<file path="src/rtl/elevator_fsm.sv">
// Single-cab elevator controller: latches floor calls and serves them in SCAN order.
// Move and door timing are parameterised; every output comes straight from a flop.
module elevator_fsm #(
    parameter int unsigned N_FLOORS    = 4,
    parameter int unsigned MOVE_CYCLES = 4,
    parameter int unsigned DOOR_CYCLES = 8
) (
    input  logic                        clk,
    input  logic                        rst,
    input  logic [N_FLOORS-1:0]         req,
    output logic [$clog2(N_FLOORS)-1:0] floor,
    output logic                        motor_up,
    output logic                        motor_down,
    output logic                        door_open,
    output logic [N_FLOORS-1:0]         pending
);

    localparam int unsigned FLOOR_W = $clog2(N_FLOORS);
    localparam int unsigned MOVE_W  = $clog2(MOVE_CYCLES + 1);
    localparam int unsigned DOOR_W  = $clog2(DOOR_CYCLES + 1);
    localparam logic [MOVE_W-1:0] MOVE_LAST = MOVE_W'(MOVE_CYCLES - 1);
    localparam logic [DOOR_W-1:0] DOOR_LAST = DOOR_W'(DOOR_CYCLES - 1);

    typedef enum logic [1:0] {
        S_IDLE      = 2'd0,
        S_MOVE_UP   = 2'd1,
        S_MOVE_DOWN = 2'd2,
        S_DOOR      = 2'd3
    } state_t;

    state_t               r_state;
    logic [FLOOR_W-1:0]   r_floor;
    logic                 r_dir;
    logic [N_FLOORS-1:0]  r_pending;
    logic [MOVE_W-1:0]    r_move_cnt;
    logic [DOOR_W-1:0]    r_door_cnt;
    logic                 r_motor_up;
    logic                 r_motor_down;
    logic                 r_door_open;

    state_t               w_state_nxt;
    logic [FLOOR_W-1:0]   w_floor_nxt;
    logic                 w_dir_nxt;
    logic [N_FLOORS-1:0]  w_pending_nxt;
    logic [MOVE_W-1:0]    w_move_cnt_nxt;
    logic [DOOR_W-1:0]    w_door_cnt_nxt;
    logic [FLOOR_W-1:0]   w_arrive_floor;
    logic [N_FLOORS-1:0]  w_above;
    logic [N_FLOORS-1:0]  w_below;
    logic [N_FLOORS-1:0]  w_cur_oh;
    logic [N_FLOORS-1:0]  w_arrive_oh;
    logic [N_FLOORS-1:0]  w_nxt_oh;
    logic [N_FLOORS-1:0]  w_req_eff;
    logic                 w_call_above;
    logic                 w_call_below;
    logic                 w_call_here;
    logic                 w_arrive_hit;

    // Floor the cab reaches at the end of the current one-floor move.
    assign w_arrive_floor = (r_state == S_MOVE_DOWN) ? (r_floor - FLOOR_W'(1))
                                                     : (r_floor + FLOOR_W'(1));

    always_comb begin
        w_above     = '0;
        w_below     = '0;
        w_cur_oh    = '0;
        w_arrive_oh = '0;
        for (int i = 0; i < int'(N_FLOORS); i++) begin
            w_above[i]     = (FLOOR_W'(i) > r_floor);
            w_below[i]     = (FLOOR_W'(i) < r_floor);
            w_cur_oh[i]    = (FLOOR_W'(i) == r_floor);
            w_arrive_oh[i] = (FLOOR_W'(i) == w_arrive_floor);
        end
    end

    assign w_call_above = |(r_pending & w_above);
    assign w_call_below = |(r_pending & w_below);
    assign w_call_here  = |(r_pending & w_cur_oh);
    // A call pressed on the very arrival edge still stops the cab there.
    assign w_arrive_hit = |((r_pending | req) & w_arrive_oh);

    always_comb begin
        w_state_nxt    = r_state;
        w_floor_nxt    = r_floor;
        w_dir_nxt      = r_dir;
        w_move_cnt_nxt = r_move_cnt;
        w_door_cnt_nxt = r_door_cnt;
        case (r_state)
            S_IDLE: begin
                if (w_call_here) begin
                    w_state_nxt    = S_DOOR;
                    w_door_cnt_nxt = '0;
                end else if (w_call_above && (!w_call_below || r_dir)) begin
                    w_state_nxt    = S_MOVE_UP;
                    w_dir_nxt      = 1'b1;
                    w_move_cnt_nxt = '0;
                end else if (w_call_below) begin
                    w_state_nxt    = S_MOVE_DOWN;
                    w_dir_nxt      = 1'b0;
                    w_move_cnt_nxt = '0;
                end
            end
            S_MOVE_UP, S_MOVE_DOWN: begin
                if (r_move_cnt == MOVE_LAST) begin
                    w_move_cnt_nxt = '0;
                    w_floor_nxt    = w_arrive_floor;
                    if (w_arrive_hit) begin
                        w_state_nxt    = S_DOOR;
                        w_door_cnt_nxt = '0;
                    end
                end else begin
                    w_move_cnt_nxt = r_move_cnt + MOVE_W'(1);
                end
            end
            S_DOOR: begin
                if (r_door_cnt == DOOR_LAST) begin
                    w_state_nxt    = S_IDLE;
                    w_door_cnt_nxt = '0;
                end else begin
                    w_door_cnt_nxt = r_door_cnt + DOOR_W'(1);
                end
            end
            default: w_state_nxt = S_IDLE;
        endcase
    end

    // Call latching: presses at the open-door floor are ignored, and the
    // floor being entered with the door opening is cleared (clear wins).
    always_comb begin
        w_nxt_oh  = '0;
        w_req_eff = req;
        for (int i = 0; i < int'(N_FLOORS); i++) begin
            w_nxt_oh[i] = (FLOOR_W'(i) == w_floor_nxt);
        end
        if (r_state == S_DOOR) begin
            w_req_eff = req & ~w_cur_oh;
        end
        w_pending_nxt = r_pending | w_req_eff;
        if ((w_state_nxt == S_DOOR) && (r_state != S_DOOR)) begin
            w_pending_nxt = w_pending_nxt & ~w_nxt_oh;
        end
    end

    always_ff @(posedge clk or posedge rst) begin
        if (rst) begin
            r_state      <= S_IDLE;
            r_floor      <= '0;
            r_dir        <= 1'b1;
            r_pending    <= '0;
            r_move_cnt   <= '0;
            r_door_cnt   <= '0;
            r_motor_up   <= 1'b0;
            r_motor_down <= 1'b0;
            r_door_open  <= 1'b0;
        end else begin
            r_state      <= w_state_nxt;
            r_floor      <= w_floor_nxt;
            r_dir        <= w_dir_nxt;
            r_pending    <= w_pending_nxt;
            r_move_cnt   <= w_move_cnt_nxt;
            r_door_cnt   <= w_door_cnt_nxt;
            r_motor_up   <= (w_state_nxt == S_MOVE_UP);
            r_motor_down <= (w_state_nxt == S_MOVE_DOWN);
            r_door_open  <= (w_state_nxt == S_DOOR);
        end
    end

    assign floor      = r_floor;
    assign pending    = r_pending;
    assign motor_up   = r_motor_up;
    assign motor_down = r_motor_down;
    assign door_open  = r_door_open;

endmodule

</file>
<file path="config.mk">
export PLATFORM = sky130hd
export DESIGN_NAME = elevator_fsm
export DESIGN_NICKNAME = d
export VERILOG_FILES = /design/src/rtl/elevator_fsm.sv
export SDC_FILE = /design/constraint.sdc
export NUM_CORES = 1
export LEC_CHECK = 0
export CORE_AREA = 2 2 50 52
export DETAILED_ROUTE_END_ITERATION = 12
export DIE_AREA = 0 0 52 54
export MAX_ROUTING_LAYER = met4
export PLACE_DENSITY = 0.76
export RECOVER_POWER = 50
export SYNTH_ARGS = -nofsm -noshare
export SYNTH_HDL_FRONTEND = slang
export SYNTH_SLANG_ARGS = --single-unit
</file>
<file path="constraint.sdc">
create_clock -name clk -period 2.6 [get_ports clk]
set_clock_uncertainty 0.15 [all_clocks]
set_input_delay 0.52 -clock clk [delete_from_list [all_inputs] [get_ports clk]]
set_output_delay 0.52 -clock clk [all_outputs]
set_load 0.05 [all_outputs]
</file>
[Word level (Yosys, flattened, before mapping)]
Index checks and enable logic that the tools add are counted.
Word-level totals
  logic and storage cells: 97
  register bits: 19
  bits of input ports: 6
Cells by class
  mux-type cells: 24
  order comparisons: 8
  $add $sub $neg: 4
  bitwise operators: 11
  reduce and logical (&&, ||, !) cells: 18
  equal/unequal tests: 23
Operators with widths (number)
  AND 4 bit: 6
  two-way mux 4 bit: 6
  two-way mux 2 bit: 9
  OR reduction 4 bit: 4
  equality test 2 bit, first input constant: 6
  two-way mux 3 bit: 4
  one-hot mux 4 bit (3 select lines): 1
  inequality test 2 bit, second input constant: 5
  AND reduction 3 bit: 3
  equality test 2 bit, second input constant: 4
  logical NOT 2 bit: 4
  inverter 4 bit: 2
  bitwise OR 4 bit: 2
  equality test 1 x 2 -> 1 bit, first input constant: 3
  one-hot mux 2 bit (3 select lines): 1
  one-hot mux 3 bit (2 select lines): 1
  adder 4 x 1 -> 4 bit, second input constant: 1
  equality test 2 x 1 -> 1 bit, second input constant: 2
  equality test 4 x 3 -> 1 bit, second input constant: 1
  greater-than comparator 1 x 2 -> 1 bit, first input constant: 2
  greater-than comparator 2 bit, first input constant: 2
  less-than comparator 1 x 2 -> 1 bit, first input constant: 2
  less-than comparator 2 bit, first input constant: 2
  nonzero test 2 bit: 2
  11 further kinds: 13

[Longest topological paths before layout]
Gate-level depths: netlist of the first run.
  depth in word-level cells: 12
  mapped depth: 8
  mapped depth without buffers: 8

[Least setup slack after synthesis of the first run]
OpenSTA, ideal clock, no wires.
  kind: reg2reg
  start: register r_floor[0], in the netlist floor[0]
  end: register r_door_cnt[3]
  setup slack: -61 ps
  arrival time: 2390 ps
  period minus slack after synthesis: 2661 ps
  stages on the path, launching flop included: 8
  cells stage by stage: dfrtp_1 inv_1 ha_1 xor2_1 mux4_2 o21a_1 or2_4 a22o_1
On the way
  cells in the longest elaborated chain, start to end: 7
Ends and longest elaborated chain
  from (decl): RTL line 32  | logic [FLOOR_W-1:0] r_floor;
  from (signal assigned): RTL line 157  | r_floor <= w_floor_nxt;
  adder 2 x 1 -> 2 bit / subtractor 2 x 1 -> 2 bit (equally long branches): RTL line 61, 60
  two-way mux 2 bit: RTL line 60  | assign w_arrive_floor = (r_state == S_MOVE_DOWN) ? (r_floor - FLOOR_W'(1))
  equality test 1 x 2 -> 1 bit, or another cell as far along: RTL line 72  | w_arrive_oh[i] = (FLOOR_W'(i) == w_arrive_floor);
  AND 4 bit: RTL line 80  | assign w_arrive_hit = |((r_pending | req) & w_arrive_oh);
  OR reduction 4 bit: RTL line 80
  inequality test 2 bit (no source line)
  AND reduction 3 bit (no source line) (*)
  to (signal assigned): RTL line 161  | r_door_cnt <= w_door_cnt_nxt;
  to (decl): RTL line 36  | logic [DOOR_W-1:0] r_door_cnt;
Every way passes the cells marked *; elsewhere a longest branch is shown, timed or not.
A chain may end at the register's enable or synchronous reset.

[Worst setup path after layout of the first run]
Ends and elaborated chain as after synthesis.

==> results.toml, run 1 <==
[job]
cap_violations = 0

[yosys]
synth_cell_types = 37
synth_fp_nets = 141
ys_seq_area_frac = 0.4036
ys_ff_latch = 19
postSynthCellCount = 123
yosys.area_share.adder = 0.1271
avgSynthCellArea_um2 = 9.603
synth-xor-area-share = 0.01483
synth_compound_area_frac = 0.1960
synth_top_family_by_area = "compound AO/OA/AOI/OAI gates"
syn_area_mm2 = 0.001181
synth_mux_area_frac = 0.03708
ys_warn_count = 0
synthSimpleGateAreaFrac = 0.1801

[global_routing]
track_usage = 0.2132
grt_pass1_vias = 971
overflow = 0
grt_pass1_wl_um = 4257
antenna_found_initial = 0
grt_max_degree = 20

[clock_network]
cts_hold_buffers = 0
clock-root-buffer = "clkbuf_4"
cts_buffers = 3
post_cts_buffers = 0
cts_num_sinks = 19
cts_tree = "yes"
clk_pin_slew_worst_paths_ns = 0.12
clock_path_buffers = 2
clock_latency_ns = 0.30
h-tree-depth = 1
cts-resized-gates = 0

[pwr]
sw_frac_of_total = 0.5110
p_switching_uw = 963.6
p_int_uw = 922.0
peakVddDrop_v = 0.0007002
pwr-share-comb = 0.647
p_seq_frac = 0.270
power_density_mw_per_mm2 = 1365
p_leak_uw = 0.0006040
power_frac_clock = 0.083

[timing]
rsz0062_at_grt = "no"
fin_tns_setup_ns = 0
hold_viol_final = 0
maxSlewHeadroom = 0.5295
setup_slack_ns = 0.1206
max_freq_mhz = 403.3
period_needed_ns = 2.479
drv_slew = 0
worst_slew_pin_slew_ns = 0.7050
setup_viol = 0
finalCritPeriodShare = 0.9536

[finish]
layout_commonest_cell = "dfrtp_1"
drive_above_1_share = 0.07914
areaGrowthSynthToFinish_pct = 16.95
fin_nets = 158
utilization = 0.5955
layout_common_cells = "dfrtp_1, ha_1, clkdlybuf4s50_1"
fill_cells = 184
antenna_cells = 0

[outcome]
status = "finished, final reports clean"

[route]
dr.pass1.iters = 4
ant_nets = 0
routed-via-count = 999
avgRoutedWirePerCell_um = 14.85
viasPerCell = 5.911
drt_iter0_drc = 35
route.detailed.drc = 0
finalWirelength_um = 2509

[critical_path]
critPathRequiredTime_ns = 2.65
cp-end-kind = "flop"
crit_fanout = 5
start_kind = "flop"
critPathKind = "reg2reg"
worstPathArrival_ns = 2.53

[floorplan]
die-area_mm2 = 0.002808
initial_utilization = 0.5092
io_pins = 15
die_h_um = 54
row_count = 18
die_x_um = 52
core-area_mm2 = 0.002320

[min_path]
hp-class = "reg2reg"

[place]
gp_congestion = 0.9346
dp_hpwl_um = 1877
portBuffers = 14
place_ws_ns = 0.04211
==> final cells by class <==
cell class | count | area (um^2) | area share
clock inverter | 1 | 5.005 | 0.003623
timing repair buffer | 14 | 140.1 | 0.1014
inverter | 11 | 41.29 | 0.02989
multi-input combinational | 91 | 655.6 | 0.4746
sequential | 19 | 479.2 | 0.3469
clock buffer | 3 | 22.52 | 0.01630
tap | 30 | 37.54 | 0.02717
==> cells by family after synthesis <==
family                   after synthesis
AND/OR/NAND/NOR                       39
AO/OA/AOI/OAI                         35
flip-flops                            19
buffers and inverters                 13
adder cells (fa/ha/maj)               12
multiplexers                           3
XOR/XNOR                               2
==> cell usage after synthesis, drive strengths merged <==
library cell | instances | share of area
or3 | 1 | 0.0053
nand2 | 9 | 0.029
and2 | 1 | 0.0053
o21a | 4 | 0.025
clkbuf | 2 | 0.0064
a221o | 1 | 0.0095
nand4 | 1 | 0.0053
o22ai | 1 | 0.0053
nor2b | 3 | 0.016
nor3 | 4 | 0.017
nor2 | 4 | 0.013
nand3b | 6 | 0.038
o211ai | 1 | 0.0064
dfstp | 1 | 0.022
a31oi | 5 | 0.026
o221ai | 1 | 0.0074
o31ai | 1 | 0.0064
and3 | 2 | 0.011
o22a | 2 | 0.015
dfrtp | 18 | 0.38
ha | 12 | 0.13
o21ai | 6 | 0.025
nand3 | 4 | 0.017
nand2b | 2 | 0.011
a221oi | 1 | 0.0074
mux2i | 1 | 0.0085
mux4 | 1 | 0.019
xnor2 | 1 | 0.0074
inv | 11 | 0.035
nor3b | 1 | 0.0064
a21oi | 8 | 0.034
o2bb2ai | 1 | 0.0074
a22o | 1 | 0.0074
or2 | 1 | 0.0074
mux2 | 1 | 0.0095
a22oi | 2 | 0.013
xor2 | 1 | 0.0074
==> per-layer routing <==
metal	vias to the layer above	part of all wire	GRT usage
met3	11	0.037	0.03611
li1	475	-	-
met5	-	0	-
met1	487	0.44	0.2522
met4	0	0.033	0.1184
met2	26	0.49	0.3460
==> worst paths after layout <==
path                                    startpoint                         to  slack [ns]  cells after the start
worst min-delay path             r_dir$_DFFE_PP1P_          r_dir$_DFFE_PP1P_        0.36                      1
worst max-delay path            floor[0]$_DFF_PP0_  r_door_cnt[3]$_DFFE_PP0P_        0.12                      7
min in group asynchronous                      rst       r_state[0]$_DFF_PP0_        0.61                      2
max in group asynchronous                      rst         floor[0]$_DFF_PP0_        1.21                      2
worst max register to register  floor[0]$_DFF_PP0_  r_door_cnt[3]$_DFFE_PP0P_        0.12                      7
worst min register to register   r_dir$_DFFE_PP1P_          r_dir$_DFFE_PP1P_        0.36                      1
==> state kept, by name, indices dropped and copies added (netlist names) <==
register    flops
door_open       1
floor           2
motor_down      1
motor_up        1
pending         4
r_dir           1
r_door_cnt      4
r_move_cnt      3
r_state         2
==> power by group through the flow <==
stage / combinational [uW] / clock (uW) / sequential [uW]
2_1_floorplan: 739 / 0 / 680
3_3_place_gp: 1180 / 0 / 514
3_5_place_dp: 1220 / 0 / 513
4_1_cts: 1230 / 161 / 507
5_1_grt: 1360 / 171 / 524
6_report: 1220 / 157 / 509
==> critical path, stage by stage (launching register included) <==
cell,delay [ns]
dfrtp_2,0.46
inv_1,0.19
ha_1,0.28
xor2_1,0.21
mux4_2,0.37
o21a_1,0.24
or2_4,0.25
a22o_1,0.23
==> per-stage QoR <==
step           power [uW]  instance area [um^2]  hold slack (ns)  instances
6_report             1886                  1381           0.3570        169
5_1_grt              2051                  1381           0.3871        169
4_1_cts              1894                  1381           0.3581        169
3_3_place_gp         1689                  1354           0.3311        165
2_1_floorplan        1419                  1184           0.3120        123
3_5_place_dp         1732                  1354           0.3395        165
Power figures use the tool's default switching activity.
==> run 2: changes to the inputs <==
- CTS_BUF_LIST: default -> sky130_fd_sc_hd__clkbuf_8
==> run 2 against run 1 <==
- hold slack lost 0.0063 ns
- sequential cell count is the same
- non-clock buffer count is the same
- register-to-register slack is essentially flat
- critical path type unchanged
- cell area grew 1.4%
- largest power group unchanged
- utilization grew 0.81 points
==> results.toml, run 2 (same netlist as run 1, synthesis figures left out) <==
[clock_network]
cts_hold_buffers = 0
clk_pin_slew_worst_paths_ns = 0.08
cts_buffers = 3
clock_latency_ns = 0.26
h-tree-depth = 1
cts-resized-gates = 0
clock_path_buffers = 2
cts_num_sinks = 19
clock-root-buffer = "clkbuf_8"
post_cts_buffers = 0
cts_tree = "yes"

[global_routing]
antenna_found_initial = 0
grt_pass1_vias = 989
grt_pass1_wl_um = 4271
track_usage = 0.2108
overflow = 0
grt_max_degree = 20

[route]
viasPerCell = 5.811
routed-via-count = 982
ant_nets = 0
avgRoutedWirePerCell_um = 14.87
route.detailed.drc = 0
dr.pass1.iters = 4
drt_iter0_drc = 14
finalWirelength_um = 2513

[finish]
layout_common_cells = "dfrtp_1, ha_1, clkdlybuf4s50_1"
design_area_mm2 = 0.001400
areaGrowthSynthToFinish_pct = 18.54
fin_nets = 158
utilization = 0.6036
layout_commonest_cell = "dfrtp_1"
antenna_cells = 0
drive_above_1_share = 0.07914

[timing]
maxSlewHeadroom = 0.5313
setup_viol = 0
setup_slack_ns = 0.1247
hold_viol_final = 0
finalCritPeriodShare = 0.9520
drv_slew = 0
worst_slew_pin_slew_ns = 0.7023
rsz0062_at_grt = "no"
max_freq_mhz = 404.0
period_needed_ns = 2.475
fin_tns_setup_ns = 0

[floorplan]
initial_utilization = 0.5092
core-area_mm2 = 0.002320
io_pins = 15
row_count = 18
die-area_mm2 = 0.002808
die_x_um = 52
die_h_um = 54

[place]
dp_hpwl_um = 1877
gp_congestion = 0.9346
placed_area_mm2 = 0.001354
portBuffers = 14
place_ws_ns = 0.04211

[critical_path]
crit_path_cell_trace = "inv_1, ha_1, xor2_1, mux4_2, o21a_1, or2_4, a22o_1"
worst-path-buf-inv = 1
cp_top_family = "compound AO/OA/AOI/OAI gates"
crit_fanout = 5
critPathSlowestCell = "dfrtp_2"
worstPathArrival_ns = 2.48
cp-end-kind = "flop"
slowest_delay_ns = 0.44
critPathRequiredTime_ns = 2.60
r2r_end = "r_door_cnt[3]$_DFFE_PP0P_"
r2r_cells = 7
critPathKind = "reg2reg"
r2r_slack_ns = 0.12
r2r-start = "floor[0]$_DFF_PP0_"
start_kind = "flop"

[min_path]
hold_depth = 1
hp-start = "r_move_cnt[2]$_DFFE_PP0P_"
hold_path_end = "r_move_cnt[2]$_DFFE_PP0P_"
hp-class = "reg2reg"

[outcome]
status = "finished, final reports clean"

[pwr]
p_leak_uw = 0.0006117
peakVddDrop_v = 0.0007035
power_density_mw_per_mm2 = 1389

[job]
cap_violations = 0
## run 2: stage by stage
stage / hold slack [ns] / cells / power, uW
after global placement: 0.3311 / 165 / 1689
final: 0.3507 / 169 / 1945
after global routing: 0.3806 / 169 / 2104
after detailed placement: 0.3395 / 165 / 1732
after floorplan: 0.3120 / 123 / 1419
after CTS: 0.3519 / 169 / 1952
## run 2: layout make-up
| type | instances | area [um^2] |
|---|---|---|
| Inverter | 11 | 41.29 |
| Clock buffer | 3 | 41.29 |
| Clock inverter | 1 | 5.005 |
| Tap cell | 30 | 37.54 |
| Timing Repair Buffer | 14 | 140.1 |
| Multi-Input combinational cell | 91 | 655.6 |
| Sequential cell | 19 | 479.2 |
| Fill cell | 181 | 919.6 |
## run 2: worst max path at each step
stage | start | endpoint | depth (start not counted) | slack, ns
floorplan | floor[0]$_DFF_PP0_ | r_door_cnt[3]$_DFFE_PP0P_ | 7 | 0.14
global placement | req[3] | r_door_cnt[3]$_DFFE_PP0P_ | 6 | 0.1
detailed placement | req[3] | r_door_cnt[3]$_DFFE_PP0P_ | 6 | 0.04
CTS | floor[0]$_DFF_PP0_ | r_door_cnt[3]$_DFFE_PP0P_ | 7 | 0.15
global route | floor[0]$_DFF_PP0_ | r_door_cnt[3]$_DFFE_PP0P_ | 7 | 0.03
finish | floor[0]$_DFF_PP0_ | r_door_cnt[3]$_DFFE_PP0P_ | 7 | 0.12
## run 2: layer usage
layer | part of all wire | global-route usage | up-vias
li1 | - | - | 473
met1 | 0.44 | 0.2435 | 476
met2 | 0.49 | 0.3608 | 25
met3 | 0.040 | 0.03333 | 8
met4 | 0.027 | 0.09649 | 0
met5 | 0 | - | -
## run 2: power breakdown
group	internal [uW]	switching (uW)	leakage, uW
clock network	107	106	0.0000255
registers	407	104	0.000226
logic	459	763	0.000360
